## src/rtl/fpu_arb_pkg.sv

```systemverilog
// Shared definitions for the FPU arbiter slice.
//   state_t      : arbiter FSM states
//   OP_*         : 5-bit alu_control encodings of the FP operations
//   FPU_*        : one-hot opcodes understood by fpu_top
package fpu_arb_pkg;

  typedef enum logic [1:0] {
    IDLE  = 2'd0,
    ISSUE = 2'd1,
    WAIT  = 2'd2,
    HOLD  = 2'd3
  } state_t;

  localparam logic [4:0] OP_FADD  = 5'b10000;
  localparam logic [4:0] OP_FSUB  = 5'b10001;
  localparam logic [4:0] OP_FMUL  = 5'b10010;
  localparam logic [4:0] OP_FDIV  = 5'b10011;
  localparam logic [4:0] OP_FCMP  = 5'b11011;
  localparam logic [4:0] OP_FMIN  = 5'b10110;
  localparam logic [4:0] OP_FMAX  = 5'b10111;
  localparam logic [4:0] OP_FSQRT = 5'b10101;

  localparam logic [7:0] FPU_ADD  = 8'h01;
  localparam logic [7:0] FPU_SUB  = 8'h02;
  localparam logic [7:0] FPU_MUL  = 8'h04;
  localparam logic [7:0] FPU_DIV  = 8'h08;
  localparam logic [7:0] FPU_CMP  = 8'h10;
  localparam logic [7:0] FPU_MIN  = 8'h20;
  localparam logic [7:0] FPU_MAX  = 8'h40;
  localparam logic [7:0] FPU_SQRT = 8'h80;

endpackage

```

## src/rtl/fpu_op_decode.sv

```systemverilog
// Combinational decode of the 5-bit alu_control op into the fpu_top one-hot
// opcode.
//   op     : alu_control op (bit4 set for FP ops)
//   legal  : op maps to an FPU operation
//   opcode : one-hot FPU opcode, zero when the op is illegal
module fpu_op_decode
  import fpu_arb_pkg::*;
(
  input  logic [4:0] op,
  output logic       legal,
  output logic [7:0] opcode
);

  always_comb begin
    legal  = 1'b1;
    opcode = '0;
    case (op)
      OP_FADD:  opcode = FPU_ADD;
      OP_FSUB:  opcode = FPU_SUB;
      OP_FMUL:  opcode = FPU_MUL;
      OP_FDIV:  opcode = FPU_DIV;
      OP_FCMP:  opcode = FPU_CMP;
      OP_FMIN:  opcode = FPU_MIN;
      OP_FMAX:  opcode = FPU_MAX;
      OP_FSQRT: opcode = FPU_SQRT;
      default:  legal  = 1'b0;
    endcase
  end

endmodule

```

## src/rtl/fpu_arbiter.sv

```systemverilog
// Two-port round-robin arbiter in front of a single multi-cycle fpu_top.
// One operation in flight at a time: accept, pulse the opcode for one cycle,
// wait for out_valid (bounded by TIMEOUT), then hold the result until the
// owning port takes it.
//   clk, rstn                : clock, asynchronous active-low reset
//   reqN_valid/op/a/b/ready  : request handshake for port N (0 = EX stage)
//   rspN_valid/data/ready    : response handshake for port N
//   fpu_opcode, fpu_x1/x2    : one-hot opcode pulse and operands to fpu_top
//   fpu_y, fpu_out_valid     : result and result strobe from fpu_top
//   busy                     : arbiter not idle
//   timeout_err              : sticky, set when a WAIT times out
module fpu_arbiter
  import fpu_arb_pkg::*;
#(
  parameter int unsigned DATA_W  = 32,
  parameter int unsigned TIMEOUT = 255
) (
  input  logic              clk,
  input  logic              rstn,
  input  logic              req0_valid,
  input  logic [4:0]        req0_op,
  input  logic [DATA_W-1:0] req0_a,
  input  logic [DATA_W-1:0] req0_b,
  output logic              req0_ready,
  output logic              rsp0_valid,
  output logic [DATA_W-1:0] rsp0_data,
  input  logic              rsp0_ready,
  input  logic              req1_valid,
  input  logic [4:0]        req1_op,
  input  logic [DATA_W-1:0] req1_a,
  input  logic [DATA_W-1:0] req1_b,
  output logic              req1_ready,
  output logic              rsp1_valid,
  output logic [DATA_W-1:0] rsp1_data,
  input  logic              rsp1_ready,
  output logic [7:0]        fpu_opcode,
  output logic [DATA_W-1:0] fpu_x1,
  output logic [DATA_W-1:0] fpu_x2,
  input  logic [DATA_W-1:0] fpu_y,
  input  logic              fpu_out_valid,
  output logic              busy,
  output logic              timeout_err
);

  localparam int unsigned CNT_W = $clog2(TIMEOUT + 1);

  state_t              state, state_nxt;
  logic                owner;
  logic                last_grant;
  logic [4:0]          op_q;
  logic [DATA_W-1:0]   a_q, b_q, result;
  logic [CNT_W-1:0]    wait_cnt;
  logic                grant0, grant1, accept, rsp_taken, timeout_hit;
  logic                legal;
  logic [7:0]          dec_opcode;

  fpu_op_decode u_decode (
    .op     (op_q),
    .legal  (legal),
    .opcode (dec_opcode)
  );

  // Lone requester wins; on contention the port that was not served last wins.
  always_comb begin
    grant0 = req0_valid & (~req1_valid | last_grant);
    grant1 = req1_valid & (~req0_valid | ~last_grant);
  end

  assign req0_ready  = (state == IDLE) & grant0;
  assign req1_ready  = (state == IDLE) & grant1;
  assign accept      = req0_ready | req1_ready;
  assign rsp_taken   = owner ? rsp1_ready : rsp0_ready;
  assign timeout_hit = (wait_cnt == CNT_W'(TIMEOUT - 1));

  // Operands go straight from the request latches so they are valid with
  // the opcode pulse.
  assign fpu_x1 = a_q;
  assign fpu_x2 = b_q;

  always_ff @(posedge clk or negedge rstn) begin
    if (!rstn) state <= IDLE;
    else       state <= state_nxt;
  end

  always_comb begin
    state_nxt = state;
    case (state)
      IDLE:    if (accept) state_nxt = ISSUE;
      ISSUE:   state_nxt = legal ? WAIT : HOLD;
      WAIT:    if (fpu_out_valid || timeout_hit) state_nxt = HOLD;
      HOLD:    if (rsp_taken) state_nxt = IDLE;
      default: state_nxt = IDLE;
    endcase
  end

  always_comb begin
    busy       = (state != IDLE);
    fpu_opcode = (state == ISSUE) ? dec_opcode : '0;
    rsp0_valid = (state == HOLD) & ~owner;
    rsp1_valid = (state == HOLD) & owner;
    rsp0_data  = rsp0_valid ? result : '0;
    rsp1_data  = rsp1_valid ? result : '0;
  end

  always_ff @(posedge clk or negedge rstn) begin
    if (!rstn) begin
      owner       <= 1'b0;
      last_grant  <= 1'b1;
      op_q        <= '0;
      a_q         <= '0;
      b_q         <= '0;
      result      <= '0;
      wait_cnt    <= '0;
      timeout_err <= 1'b0;
    end else begin
      case (state)
        IDLE: begin
          if (accept) begin
            owner <= grant1;
            op_q  <= grant1 ? req1_op : req0_op;
            a_q   <= grant1 ? req1_a  : req0_a;
            b_q   <= grant1 ? req1_b  : req0_b;
          end
        end
        ISSUE: begin
          wait_cnt <= '0;
          if (!legal) result <= '0;
        end
        WAIT: begin
          // A result arriving on the timeout cycle still counts as success.
          if (fpu_out_valid) begin
            result <= fpu_y;
          end else if (timeout_hit) begin
            result      <= '0;
            timeout_err <= 1'b1;
          end else if (wait_cnt != '1) begin
            wait_cnt <= wait_cnt + 1'b1;
          end
        end
        HOLD: begin
          if (rsp_taken) last_grant <= owner;
        end
        default: ;
      endcase
    end
  end

endmodule

```

## config.mk

```make
export PLATFORM = sky130hd
export DESIGN_NAME = fpu_arbiter
export DESIGN_NICKNAME = d
export VERILOG_FILES = /design/src/rtl/fpu_arb_pkg.sv /design/src/rtl/fpu_op_decode.sv /design/src/rtl/fpu_arbiter.sv
export SDC_FILE = /design/constraint.sdc
export NUM_CORES = 1
export LEC_CHECK = 0
export BUFFER_PORTS_ARGS = -buffer_cell sky130_fd_sc_hd__buf_2
export CORE_AREA = 2 2 125 127
export CTS_CLUSTER_DIAMETER = 100
export CTS_CLUSTER_SIZE = 16
export DETAILED_ROUTE_END_ITERATION = 8
export DIE_AREA = 0 0 127 129
export GPL_TIMING_DRIVEN = 0
export PLACE_DENSITY = 0.7
export SLEW_MARGIN = 10
export SYNTH_ARGS = -nofsm -noshare
export SYNTH_HDL_FRONTEND = slang
export SYNTH_SLANG_ARGS = --single-unit
```

## constraint.sdc

```tcl
create_clock -name clk -period 5.1 [get_ports clk]
set_input_delay 0.255 -clock clk [delete_from_list [all_inputs] [get_ports clk]]
set_output_delay 0.255 -clock clk [all_outputs]
set_load 0.01 [all_outputs]
```

==> run_results.csv <==
group,metric,value,unit
timing,hold_violations,0,
timing,max_freq,382,MHz
detailed_routing,first_iter_violations,223,
layout,stdcell_area,8050,sq um
floorplanning,rows,45,
run_status,status,"complete, no violations",
critical_path,cp-start-kind,"flop",
synth,synth_top_area_frac,0.502,
critical_path,endpoint_kind,"primary output",
min_path,hold_class,"input port to flop",
global_routing,grt_pass1_vias,5286,
timing,skew,0.00601,ns
detailed_routing,final_antenna_net_count,0,
synth,yosysWarnings,0,
critical_path,path_max_fanout,10,
critical_path,slowest_delay,0.40,ns
detailed_routing,wirelength,18400,um
critical_path,worstPathRequired,4.85,ns
power_and_ir_drop,power_density,540,nW/um^2
floorplanning,die_area,16400,sq um
power_and_ir_drop,p_leak,4.51,nW
timing,setup_tns,0,ns
global_routing,track_usage,0.224,
synth,synth_top_area_cell,"dfrtp_1",
synth,yosysSeqAreaShare,0.506,
placement,io_buffer_count,318,
global_routing,grt-ovfl-total,0,
synth,synth_area,5640,sq um
run,drv_cap,0,
floorplanning,io-pin-count,319,
clock_tree,path_clk_slew,0.05,ns
clock_tree,cts_root_buf,"clkbuf_16",
detailed_routing,num_vias,5488,
layout,nets,1079,
global_routing,grt_pass1_wl,28300,um
detailed_routing,wl_met1,7110,um
power_and_ir_drop,comb_power_share,0.396,
layout,areaGrowthSynthToFinish,42.8,%
global_routing,antenna_found_initial,2,
synth,ys_top_cells_by_area,"dfrtp_1 (50%), mux2i_1 (12%), o21ai_0 (6.7%)",
power_and_ir_drop,switchingPower,1.67,mW
synth,ys.flop_type,"dfrtp_1",
detailed_routing,wl_met2,9300,um
layout,final_core_util,0.537,
critical_path,cpMostUsedCell,"clkbuf_1",
clock_tree,clk_path_buf_depth,2,
detailed_routing,drc,0,
critical_path,cp_cell_sequence,"ha_1 -> clkbuf_1 -> nor2b_1 -> clkbuf_1 -> and2_1 -> buf_2",
critical_path,cp.arrival,2.36,ns
layout,drive_above_1_share,0.407,
synth,avgSynthCellArea,10.1,sq um
critical_path,critical-path-top-delay-family,"buffers and inverters",
timing,maxSlewViolCount,0,
placement,place_congestion,0.904,
timing,tightest_slew,0.886,ns
timing,setup_viol,0,
placement,place_hpwl,14400,um
power_and_ir_drop,clkPwrFrac,0.249,
floorplanning,die_w,127,um
floorplanning,fp.dieH,129,um
clock_tree,post_cts_resized,0,
global_routing,grt_start_max_net_pins,59,
timing,whs,0.0688,ns
power_and_ir_drop,p_int,2.67,mW
power_and_ir_drop,swShare,0.385,
floorplanning,core,15000,sq um
clock_tree,cts_sinks,114,
critical_path,slowest_stage,"dfrtp_1",
clock_tree,worstSkewPairLatency,0.41,ns
floorplanning,start_util,0.376,
timing,relSlewSlack,0.404,
timing,rsz0062_at_grt,"no",
synth,synthDistinctLibCells,45,
synth,synthCells,557,
power_and_ir_drop,sequentialPowerShare,0.355,
detailed_routing,route.detailed.wl_per_inst,16.8,um
critical_path,critPathKind,"flop to primary output",
detailed_routing,first_pass_iters,4,
timing,min_period_over_period,0.513,
clock_tree,cts_tree,"done",
power_and_ir_drop,power,4.34,mW
synth,ys_async_sr_fraction,1.00,
timing,period_needed,2.61,ns
detailed_routing,vias_per_cell,5.00,
synth,synth_edf_count,0,
clock_tree,cts_buffers,17,
critical_path,crit_buf_inv,3,
detailed_routing,route.met3.wl,1630,um
synth,synth_seq_cells,114,
synth,synth_nets,740,
placement,post_dp_cell_area,7500,sq um
detailed_routing,maxUsedRoutingLayer,"met5",
clock_tree,cts_max_level,4,
power_and_ir_drop,peakVddDrop,275,uV
[final timing paths]
| path | from | slack (ns) | cells after the start | to |
|---|---|---|---|---|
| setup / recovery | state[0] | 2.49 | 6 | rsp0_data[5] |
| hold / removal | fpu_y[27] | 0.07 | 2 | result[27] |
| setup reg to reg | state[0] | 2.73 | 8 | fpu_x1[28] |
| hold reg to reg | timeout_err | 0.46 | 1 | timeout_err |
| max in group asynchronous | rstn | 4.03 | 3 | fpu_x2[31] |
| min in group asynchronous | rstn | 0.39 | 2 | result[11] |
[state kept, by name, indices dropped and copies added (netlist names)]
signal,count
fpu_x1,32
fpu_x2,32
op_q,5
timeout_err,1
wait_cnt,8
owner,1
last_grant,1
state,2
result,32
[routing by layer]
layer | up-vias | GRT usage
li1 | 2652 | -
met1 | 2567 | 0.254
met2 | 241 | 0.388
met3 | 26 | 0.0848
met4 | 2 | 0.0853
met5 | - | 0
[layout by cell type (no fill, tap or decap), types with 3 or more instances in the layout]
cell type	instances
and3_1	32
clkinv_2	6
a21oi_1	6
o211ai_1	3
nor3_1	5
clkinvlp_4	4
nor2b_1	3
nor2_1	11
clkbuf_1	29
o21ai_0	75
nand3_1	9
buf_6	4
mux2i_1	70
nand2b_1	4
inv_1	8
clkbuf_16	17
ha_1	6
buf_2	327
and2_1	35
dfrtp_1	113
a22o_1	30
nand2_1	78
[final cells by class]
cell class | count | area [sq um]
plain buffers | 41 | 189
clock buffers | 20 | 447
inverters | 8 | 30.0
well taps | 188 | 235
flip-flops and latches | 114 | 2850
multi-input cells | 394 | 2560
diodes | 1 | 2.50
repair buffers | 320 | 1640
fillers | 1439 | 6930
clock inverters | 11 | 90.1
[worst reg2reg max path, delay by kind of cell, from the launching register on]
kind / cells / cell delay, ns
DFF: 1 / 0.40
adders and majority gates: 1 / 0.26
and+or+nand+nor: 1 / 0.07
AOI/OAI and AO/OA: 2 / 0.31
buffers and inverters: 4 / 1.25
[power by group through the flow]
| stage | logic, mW | registers, mW | clock network [mW] |
|---|---|---|---|
| detailed placement | 1.74 | 1.54 | 0 |
| global placement | 1.70 | 1.54 | 0 |
| global route | 1.92 | 1.60 | 1.15 |
| CTS | 1.74 | 1.54 | 1.11 |
| floorplan | 0.923 | 1.61 | 0 |
| finish | 1.72 | 1.54 | 1.08 |
[synth_stat cells, types with 2 or more instances]
cell type / n
dfrtp_1: 113
nand2_1: 78
o21ai_0: 75
mux2i_1: 70
and2_1: 35
and3_1: 32
a22o_1: 30
clkbuf_1: 27
nor2_1: 11
buf_2: 10
nand3_1: 9
inv_1: 8
a21oi_1: 6
ha_1: 6
nor3_1: 5
nand2b_1: 4
buf_6: 3
nor2b_1: 3
o211ai_1: 3
a22o_2: 2
nand4_1: 2
o31ai_1: 2
[timing repair]
| action | 4_1_cts | 5_1_grt |
|---|---|---|
| hold buffers | 1 | 0 |
| endpoints found under the hold margin | 56 | 0 |
| setup buffers | 0 | 0 |
[metrics by stage]
step,std cells,setup WS (ns)
2_1_floorplan,557,3.16
4_1_cts,1096,2.45
3_3_place_gp,1063,2.38
5_1_grt,1097,2.29
6_report,1097,2.49
3_5_place_dp,1064,2.64
[cell families (layout without fill, tap and decap cells)]
kind of cell / Yosys count / in the layout / synth area share
buffers and inverters: 49 / 400 / 0.0388
AOI/OAI and AO/OA: 128 / 128 / 0.144
other: 0 / 1 / 0
muxes: 71 / 71 / 0.126
and+or+nand+nor: 188 / 188 / 0.170
adders and majority gates: 6 / 6 / 0.0133
DFF: 114 / 114 / 0.506
xor gates and xnor gates: 1 / 1 / 0.00155
Note: power is estimated with default switching activity, not from simulation.
